===== src/rtl/tdc_measurement_controller_if.sv =====
// Host-side bundle of a TDC measurement controller: measurement control,
// stop strobe with thermometer sample, and the result FIFO read port.
interface tdc_measurement_controller_if #(
    parameter int unsigned COARSE_W   = 16,
    parameter int unsigned FIFO_DEPTH = 4
);
    localparam int unsigned LVL_W = $clog2(FIFO_DEPTH) + 1;

    logic                arm;
    logic                abort;
    logic                hit;
    logic [31:0]         thermo;
    logic [COARSE_W-1:0] window;
    logic [COARSE_W+5:0] dout;
    logic                dout_valid;
    logic                dout_ready;
    logic                busy;
    logic [LVL_W-1:0]    fifo_level;
    logic                overflow;
    logic                clear_ovf;

    // Host / stimulus side.
    modport master (
        output arm, abort, hit, thermo, window, dout_ready, clear_ovf,
        input  dout, dout_valid, busy, fifo_level, overflow
    );

    // Controller side.
    modport slave (
        input  arm, abort, hit, thermo, window, dout_ready, clear_ovf,
        output dout, dout_valid, busy, fifo_level, overflow
    );
endinterface


===== src/rtl/tdc_measurement_controller.sv =====
// Single-shot TDC measurement controller: coarse cycle counter started by arm,
// stopped by hit (fine value = popcount of the thermometer sample) or by the
// window timeout, with results queued in a first-word-fall-through FIFO.
// FIFO_DEPTH must be a power of two, at least 2.
module tdc_measurement_controller #(
    parameter int unsigned COARSE_W   = 16,
    parameter int unsigned FIFO_DEPTH = 4
) (
    input logic                         clk,
    input logic                         rst_n,
    tdc_measurement_controller_if.slave bus
);
    localparam int unsigned AW    = $clog2(FIFO_DEPTH);
    localparam int unsigned LVL_W = AW + 1;
    localparam int unsigned ENT_W = COARSE_W + 6;

    localparam logic [1:0] IDLE   = 2'd0;
    localparam logic [1:0] ARMED  = 2'd1;
    localparam logic [1:0] ENCODE = 2'd2;
    localparam logic [1:0] PUSH   = 2'd3;

    logic [1:0]          state_q, state_d;
    logic [COARSE_W-1:0] coarse_q, coarse_d;
    logic [31:0]         thermo_q, thermo_d;
    logic [ENT_W-1:0]    entry_q, entry_d;
    logic [ENT_W-1:0]    mem_q [FIFO_DEPTH];
    logic [ENT_W-1:0]    mem_d [FIFO_DEPTH];
    logic [AW-1:0]       rd_ptr_q, rd_ptr_d;
    logic [AW-1:0]       wr_ptr_q, wr_ptr_d;
    logic [LVL_W-1:0]    level_q, level_d;
    logic                ovf_q, ovf_d;

    logic [COARSE_W-1:0] win_m1;
    logic                timeout;
    logic [5:0]          ones;
    logic [4:0]          fine;
    logic                fifo_empty, fifo_full;
    logic                pop, push_req, push;

    assign win_m1  = bus.window - COARSE_W'(1);
    assign timeout = (bus.window != '0) && (coarse_q == win_m1);

    // Fine code: count every one in the sample, bubbles included, saturate at 31.
    always_comb begin
        ones = '0;
        for (int i = 0; i < 32; i++) begin
            ones = ones + {5'd0, thermo_q[i]};
        end
        fine = ones[5] ? 5'd31 : ones[4:0];
    end

    // Measurement FSM; abort beats hit, hit beats timeout.
    always_comb begin
        state_d  = state_q;
        coarse_d = coarse_q;
        thermo_d = thermo_q;
        entry_d  = entry_q;
        case (state_q)
            IDLE: begin
                if (bus.arm) begin
                    state_d  = ARMED;
                    coarse_d = '0;
                end
            end
            ARMED: begin
                coarse_d = coarse_q + COARSE_W'(1);
                if (bus.abort) begin
                    state_d = IDLE;
                end else if (bus.hit) begin
                    thermo_d = bus.thermo;
                    entry_d  = {1'b0, coarse_q, 5'd0};
                    state_d  = ENCODE;
                end else if (timeout) begin
                    entry_d = {1'b1, bus.window, 5'd0};
                    state_d = PUSH;
                end
            end
            ENCODE: begin
                if (bus.abort) begin
                    state_d = IDLE;
                end else begin
                    entry_d[4:0] = fine;
                    state_d      = PUSH;
                end
            end
            PUSH: begin
                state_d = IDLE;
            end
            default: begin
                state_d = IDLE;
            end
        endcase
    end

    assign fifo_empty = (level_q == '0);
    assign fifo_full  = (level_q == LVL_W'(FIFO_DEPTH));
    assign pop        = !fifo_empty && bus.dout_ready;
    assign push_req   = (state_q == PUSH);
    // A pop in the same cycle frees the slot the push needs.
    assign push       = push_req && (!fifo_full || pop);

    // FIFO pointers, occupancy, storage and sticky overflow (set beats clear).
    always_comb begin
        mem_d    = mem_q;
        rd_ptr_d = rd_ptr_q;
        wr_ptr_d = wr_ptr_q;
        level_d  = level_q;
        ovf_d    = ovf_q;
        if (push) begin
            mem_d[wr_ptr_q] = entry_q;
            wr_ptr_d        = wr_ptr_q + AW'(1);
        end
        if (pop) begin
            rd_ptr_d = rd_ptr_q + AW'(1);
        end
        if (push && !pop) begin
            level_d = level_q + LVL_W'(1);
        end else if (!push && pop) begin
            level_d = level_q - LVL_W'(1);
        end
        if (push_req && !push) begin
            ovf_d = 1'b1;
        end else if (bus.clear_ovf) begin
            ovf_d = 1'b0;
        end
    end

    // State registers with asynchronous reset.
    always_ff @(posedge clk or negedge rst_n) begin
        if (!rst_n) begin
            state_q  <= IDLE;
            coarse_q <= '0;
            thermo_q <= '0;
            entry_q  <= '0;
            rd_ptr_q <= '0;
            wr_ptr_q <= '0;
            level_q  <= '0;
            ovf_q    <= 1'b0;
            for (int i = 0; i < FIFO_DEPTH; i++) begin
                mem_q[i] <= '0;
            end
        end else begin
            state_q  <= state_d;
            coarse_q <= coarse_d;
            thermo_q <= thermo_d;
            entry_q  <= entry_d;
            rd_ptr_q <= rd_ptr_d;
            wr_ptr_q <= wr_ptr_d;
            level_q  <= level_d;
            ovf_q    <= ovf_d;
            mem_q    <= mem_d;
        end
    end

    // dout is forced to zero while empty so stale storage never shows.
    assign bus.dout       = fifo_empty ? '0 : mem_q[rd_ptr_q];
    assign bus.dout_valid = !fifo_empty;
    assign bus.busy       = (state_q != IDLE);
    assign bus.fifo_level = level_q;
    assign bus.overflow   = ovf_q;
endmodule


===== src/flat_wrapper.sv =====
// flat-port wrapper written by rule: the top's interface ports become plain ports
module tdc_measurement_controller_flat 
#(
    parameter int unsigned COARSE_W   = 16,
    parameter int unsigned FIFO_DEPTH = 4
)
  (clk, rst_n, bus_arm, bus_abort, bus_hit, bus_thermo, bus_window, bus_dout_ready, bus_clear_ovf, bus_dout, bus_dout_valid, bus_busy, bus_fifo_level, bus_overflow);
  tdc_measurement_controller_if #(.COARSE_W(COARSE_W), .FIFO_DEPTH(FIFO_DEPTH)) bus_i ();
  input logic clk;
  input logic rst_n;
  input wire logic [$bits(bus_i.arm)-1:0] bus_arm;
  input wire logic [$bits(bus_i.abort)-1:0] bus_abort;
  input wire logic [$bits(bus_i.hit)-1:0] bus_hit;
  input wire logic [$bits(bus_i.thermo)-1:0] bus_thermo;
  input wire logic [$bits(bus_i.window)-1:0] bus_window;
  input wire logic [$bits(bus_i.dout_ready)-1:0] bus_dout_ready;
  input wire logic [$bits(bus_i.clear_ovf)-1:0] bus_clear_ovf;
  output wire logic [$bits(bus_i.dout)-1:0] bus_dout;
  output wire logic [$bits(bus_i.dout_valid)-1:0] bus_dout_valid;
  output wire logic [$bits(bus_i.busy)-1:0] bus_busy;
  output wire logic [$bits(bus_i.fifo_level)-1:0] bus_fifo_level;
  output wire logic [$bits(bus_i.overflow)-1:0] bus_overflow;
  assign bus_i.arm = bus_arm;
  assign bus_i.abort = bus_abort;
  assign bus_i.hit = bus_hit;
  assign bus_i.thermo = bus_thermo;
  assign bus_i.window = bus_window;
  assign bus_i.dout_ready = bus_dout_ready;
  assign bus_i.clear_ovf = bus_clear_ovf;
  assign bus_dout = bus_i.dout;
  assign bus_dout_valid = bus_i.dout_valid;
  assign bus_busy = bus_i.busy;
  assign bus_fifo_level = bus_i.fifo_level;
  assign bus_overflow = bus_i.overflow;
  tdc_measurement_controller #(.COARSE_W(COARSE_W), .FIFO_DEPTH(FIFO_DEPTH)) u_core (.clk(clk), .rst_n(rst_n), .bus(bus_i));
endmodule

===== config.mk =====
export PLATFORM = sky130hd
export DESIGN_NAME = tdc_measurement_controller_flat
export DESIGN_NICKNAME = d
export VERILOG_FILES = /design/src/rtl/tdc_measurement_controller_if.sv /design/src/rtl/tdc_measurement_controller.sv /design/src/flat_wrapper.sv
export SDC_FILE = /design/constraint.sdc
export NUM_CORES = 1
export LEC_CHECK = 0
export BUFFER_PORTS_ARGS = -buffer_cell sky130_fd_sc_hd__buf_2
export CAP_MARGIN = 30
export CORE_AREA = 5 5 129 131
export CTS_BUF_LIST = sky130_fd_sc_hd__clkbuf_4
export CTS_CLUSTER_SIZE = 8
export DETAILED_ROUTE_END_ITERATION = 8
export DIE_AREA = 0 0 134 136
export GPL_TIMING_DRIVEN = 0
export PLACE_DENSITY = 0.78
export RECOVER_POWER = 100
export SETUP_SLACK_MARGIN = 0.2
export SYNTH_ARGS = -nofsm -noshare
export SYNTH_HDL_FRONTEND = slang
export SYNTH_SLANG_ARGS = --single-unit

===== constraint.sdc =====
create_clock -name clk -period 6.4 [get_ports clk]
set_input_delay 1.28 -clock clk [delete_from_list [all_inputs] [get_ports clk]]
set_output_delay 1.28 -clock clk [all_outputs]
set_load 0.01 [all_outputs]

# Word level (Yosys, flattened, before mapping)
# Cells that the tools add are included.
# Widths: inputs -> output; s select.
# totals
regBits	168
latchBits	0
ram_bits	0
mem_bits_ro	0
inputBits	55
elab_cells	117
memories	0
# classes
addsub	37
n_mul	0
n_div	0
n_lt_le_gt_ge	3
eq_ne	10
shifts	0
n_mux	25
bitwise	3
reduce_logical	26
# op_table
cell	n
$add 6x1->6	30
$mux 22	6
$bwmux 88	1
$bmux 22 s2	1
$demux 22 s2	1
$pmux 16 s2	1
$add 16x1->16 const B	1
$eq 16x16->1	1
$mux 16	1
$reduce_bool 16->1	1
$sub 16x1->16 const B	1
$mux 5	3
$reduce_bool 2->1	6
$mux 2	5
$pmux 5 s2	1
$pmux 2 s4	1
$logic_and 1x1->1	7
$ge 3x3->1 const B	2
$mux 3	2
$ne 2x2->1 const B	3
$not 2->3	2
$reduce_and 3->1	2
$add 2x1->2 const B	2
$eq 2x2->1 const B	2
16 further kinds	21

# Logic depth before layout (Yosys ltp)
# depth
ltp_word	34
depth_mapped	20

# Worst setup path before layout
# OpenSTA, ideal clock, no wires.
# synth_path
path_kind	reg2reg
startpoint	register u_core.thermo_q[0]
endpoint	register u_core.entry_q[4]
setup_time_ns	0.130
t_arrival_ns	5.091
slack_ns	1.178
path_stages_with_launch	17
path_buffers	0
period_less_slack_ns	5.222
cell_sequence	dfrtp_1 > ha_1 > inv_1 > fa_1 > fa_1 > fa_1 > fa_1 > fa_1 > fa_1 > fa_1 > fa_1 > nand2b_1 > nor4_1 > nor2_1 > o22ai_1 > or2_2 > o31ai_1
# synth_via
elab_chain_cells	34
# synth_lines
item	line	source
from (decl)	tdc_measurement_controller.sv:24	logic [31:0] thermo_q, thermo_d;
from (signal assigned)	tdc_measurement_controller.sv:145	thermo_q <= thermo_d;
$add 1x1->2	tdc_measurement_controller.sv:47	ones = ones + {5'd0, thermo_q[i]};
$add 6x1->6 (30 in a row)	tdc_measurement_controller.sv:47	
$mux 5	tdc_measurement_controller.sv:49	fine = ones[5] ? 5'd31 : ones[4:0];
$mux 5	tdc_measurement_controller.sv:79	if (bus.abort) begin
$pmux 5 s2	tdc_measurement_controller.sv:58	case (state_q)
to (signal assigned)	tdc_measurement_controller.sv:146	entry_q <= entry_d;
to (decl)	tdc_measurement_controller.sv:25	logic [ENT_W-1:0] entry_q, entry_d;
# No other way between the ends. The select of a mux whose other input is x is not followed.
# A chain may end at the register's enable or synchronous reset.

# Final worst setup path
# layout_path
startpoint	register u_core.thermo_q[0]
endpoint	register u_core.entry_q[3]
# The elaborated chain is that of the path after synthesis.

==> out/metrics.cfg <==
[worst_setup_path]
timing.critical_path.mode_cell=sky130_fd_sc_hd__fa_1
crit_family=adder cells
endpoint_kind=flip-flop
worst_setup_path_start_kind=flip-flop
count_of_buffering_cells_on_the_critical_path_with_inverters_included=2
critPathArrivalTime_ns=6.19
critical_path_class=reg -> reg
critical_path.max_stage_delay_ns=0.58
worstPathMaxFanout=7
cp_slowest_cell=sky130_fd_sc_hd__fa_1
cp_cell_sequence=ha_1, inv_1, fa_1, fa_1, fa_1, fa_1, fa_1, fa_1, fa_1, inv_1, a21o_1, a21o_1, a21oi_1, o21ai_0, o22ai_1, o31ai_1
timing.critical_path.required_ns=6.90

[clocking]
clkLatencyLatePin_ns=0.58
clockRootBuffer=sky130_fd_sc_hd__clkbuf_4
h_tree_depth_reported_by_cts=4
postCtsSetupBuffers=0
post_cts_resize_count=0
cts_made_buffers=17
cts.sink_count=168
cts_buffer_depth=2
clk_transition_reported_paths_ns=0.14
cts-hold-fix-buffers=0
tritoncts=done

[placement]
post_dp_hpwl_um=14400
gp_routability_congestion=0.858
io_buffer_count=81

[synth]
synthesis.area_um2=9060
yosys.cell_count.top_type=sky130_fd_sc_hd__dfrtp_1
yosys_register_bits=168
ys.flop_type=sky130_fd_sc_hd__dfrtp_1
synth_area_leaders=sky130_fd_sc_hd__dfrtp_1 46%, sky130_fd_sc_hd__mux2_2 15%, sky130_fd_sc_hd__fa_1 5.5%
synthDominantAreaCellType=sky130_fd_sc_hd__dfrtp_1
asyncSetResetFlopFracSynth_pct=100
proportion_of_synthesized_chip_area_in_sequential_cells_pct=46.4
yosys_warnings=0
yosysTopAreaCellShare_pct=46.4
yosysUniqueCellTypes=65
synth_net_count=814
syn-instance-count=719
synth_edf_count=0
synth.avg_cell_area_um2=12.6
synth_top_cells_by_count=168 x sky130_fd_sc_hd__dfrtp_1, 122 x sky130_fd_sc_hd__mux2_2, 55 x sky130_fd_sc_hd__inv_1

[floorplan]
num_io_pins=83
die-width_um=134
floorplan.rows=46
floorplan.die.height_um=136
core_area_um2=15500
die-area_um2=18200
starting_density_pct=58.5

[cells_and_area]
fraction_of_layout_instances_using_a_drive_strength_above_1_pct=30.3
fin_nets=916
syn2layout_area_growth_pct=9.76
num-fill-cells=1144

[global_route]
grt_pass1_wl_um=32800
grt_remaining_overflow=0
grt_total_usage_pct=22.8
grt_pass1_vias=6464
antenna_violations_before_repair=0
grt_start_max_net_pins=101

[sta]
final_hold_viol_count=0
fin_setup_tns_ns=0
grt_setup_unrepaired=false
worst-slew-pin-transition_ns=4.41
max_slew_margin_pct=-195
final.period_utilization_pct=89.1
layout_min_cycle_time_ns=5.70
maxClockFrequency_ghz=0.175
setup_violations=0
timing_max_transition_violations_final=100
fin_worst_skew_ns=0.0173

[outcome]
status=finished with violations
violated_checks=max-capacitance violations, max-slew violations

[routing]
drcViolationCount=0
via_per_inst=5.91
route.final.wire_length_um=19400
antenna_violating_nets_remaining=0
dr.pass1.iters=5
wire_per_inst_um=18.9
drt-initial-drc-count=459
via_count=6065

[job]
drv.max_cap_violation_count=1

[hold_path]
holdCritPathClass=reg -> reg

## cell type report
| type | count | area, um2 | share of cell area, % |
|---|---|---|---|
| antenna | 1 | 2.50 | 0.0252 |
| buffer | 46 | 185 | 1.86 |
| clock buffer | 17 | 128 | 1.28 |
| clock inverter | 15 | 131 | 1.32 |
| inverter | 55 | 206 | 2.08 |
| multi-input combinational | 450 | 4420 | 44.5 |
| sequential | 168 | 4200 | 42.3 |
| tap | 192 | 240 | 2.42 |
| timing repair buffer | 83 | 424 | 4.27 |
## placed cells by master, fill, tap and decap left out, drive strengths merged, types with 2 or more instances in the layout
master / count
nor2b: 3
or3: 3
o221ai: 4
xor2: 8
nand4: 7
inv: 56
o211ai: 3
dfrtp: 168
a31oi: 2
xnor2: 20
nand3: 10
nand2b: 6
fa: 25
clkinv: 9
mux2i: 24
o2bb2ai: 17
o31ai: 7
o22ai: 4
a2111oi: 16
nor4: 4
a22o: 2
nor2: 21
o21ai: 13
a21o: 3
nand2: 28
buf: 66
a21oi: 6
mux2: 122
ha: 15
mux4: 22
and2: 23
o31a: 2
clkinvlp: 4
nor4b: 3
nor3: 9
clkbuf: 78
## registers in the layout, summed over array words and instances, names as in the netlist
| register | count |
|---|---|
| u_core.wr_ptr_q | 2 |
| u_core.coarse_q | 16 |
| u_core.rd_ptr_q | 2 |
| u_core.bus.fifo_level | 3 |
| u_core.bus.overflow | 1 |
| u_core.mem_q | 88 |
| u_core.thermo_q | 32 |
| u_core.entry_q | 22 |
| u_core.state_q | 2 |
## per-layer routing
layer	global-route usage, %	up-vias	wire length (um)	share of wire, %
li1	-	2780	-	-
met5	0	-	0	0
met1	31.8	3095	8670	45
met4	7.26	0	318	1.6
met2	37.1	164	9600	49
met3	3.81	26	840	4.3
## worst paths after layout
kind	from	end	slack, ns	cells past startpoint
worst max-delay path	u_core.thermo_q[0]	u_core.entry_q[3]	0.70	16
worst min-delay path	u_core.bus.fifo_level[2]	u_core.bus.fifo_level[2]	0.52	1
worst max register to register	u_core.thermo_q[0]	u_core.entry_q[3]	0.70	16
worst min register to register	u_core.bus.fifo_level[2]	u_core.bus.fifo_level[2]	0.52	1
max in group asynchronous	rst_n	u_core.bus.overflow	1.39	2
min in group asynchronous	rst_n	u_core.mem_q[66]	2.57	2
## cells by family (layout without fill, tap and decap cells)
kind of cell    Yosys count  after routing  synth area share (%)
flops                   168            168                  46.4
mux                     168            168                  23.3
other cells               0              1                     0
buf+inv                 101            216                  4.41
xor+xnor                 28             28                  2.71
compound gates           91             91                  7.76
fa+ha+maj                40             40                  7.60
simple gates            123            123                  7.84
## through the flow
stage | instances | setup slack (ns) | hold WS [ns] | instance area, um2 | utilization, %
finish | 1027 | 0.700 | 0.516 | 9940 | 64.2
global route | 1026 | 0.326 | 0.530 | 9940 | 64.2
CTS | 1025 | 0.800 | 0.515 | 10000 | 64.6
detailed placement | 993 | 0.826 | 0.487 | 9740 | 62.9
global placement | 992 | 0.951 | 0.482 | 9710 | 62.7
floorplan | 719 | 1.18 | 0.474 | 9060 | -
Power is left out: the tool's default activity adds up to more than one toggle a clock period on the data nets, which glitch-free logic cannot reach.
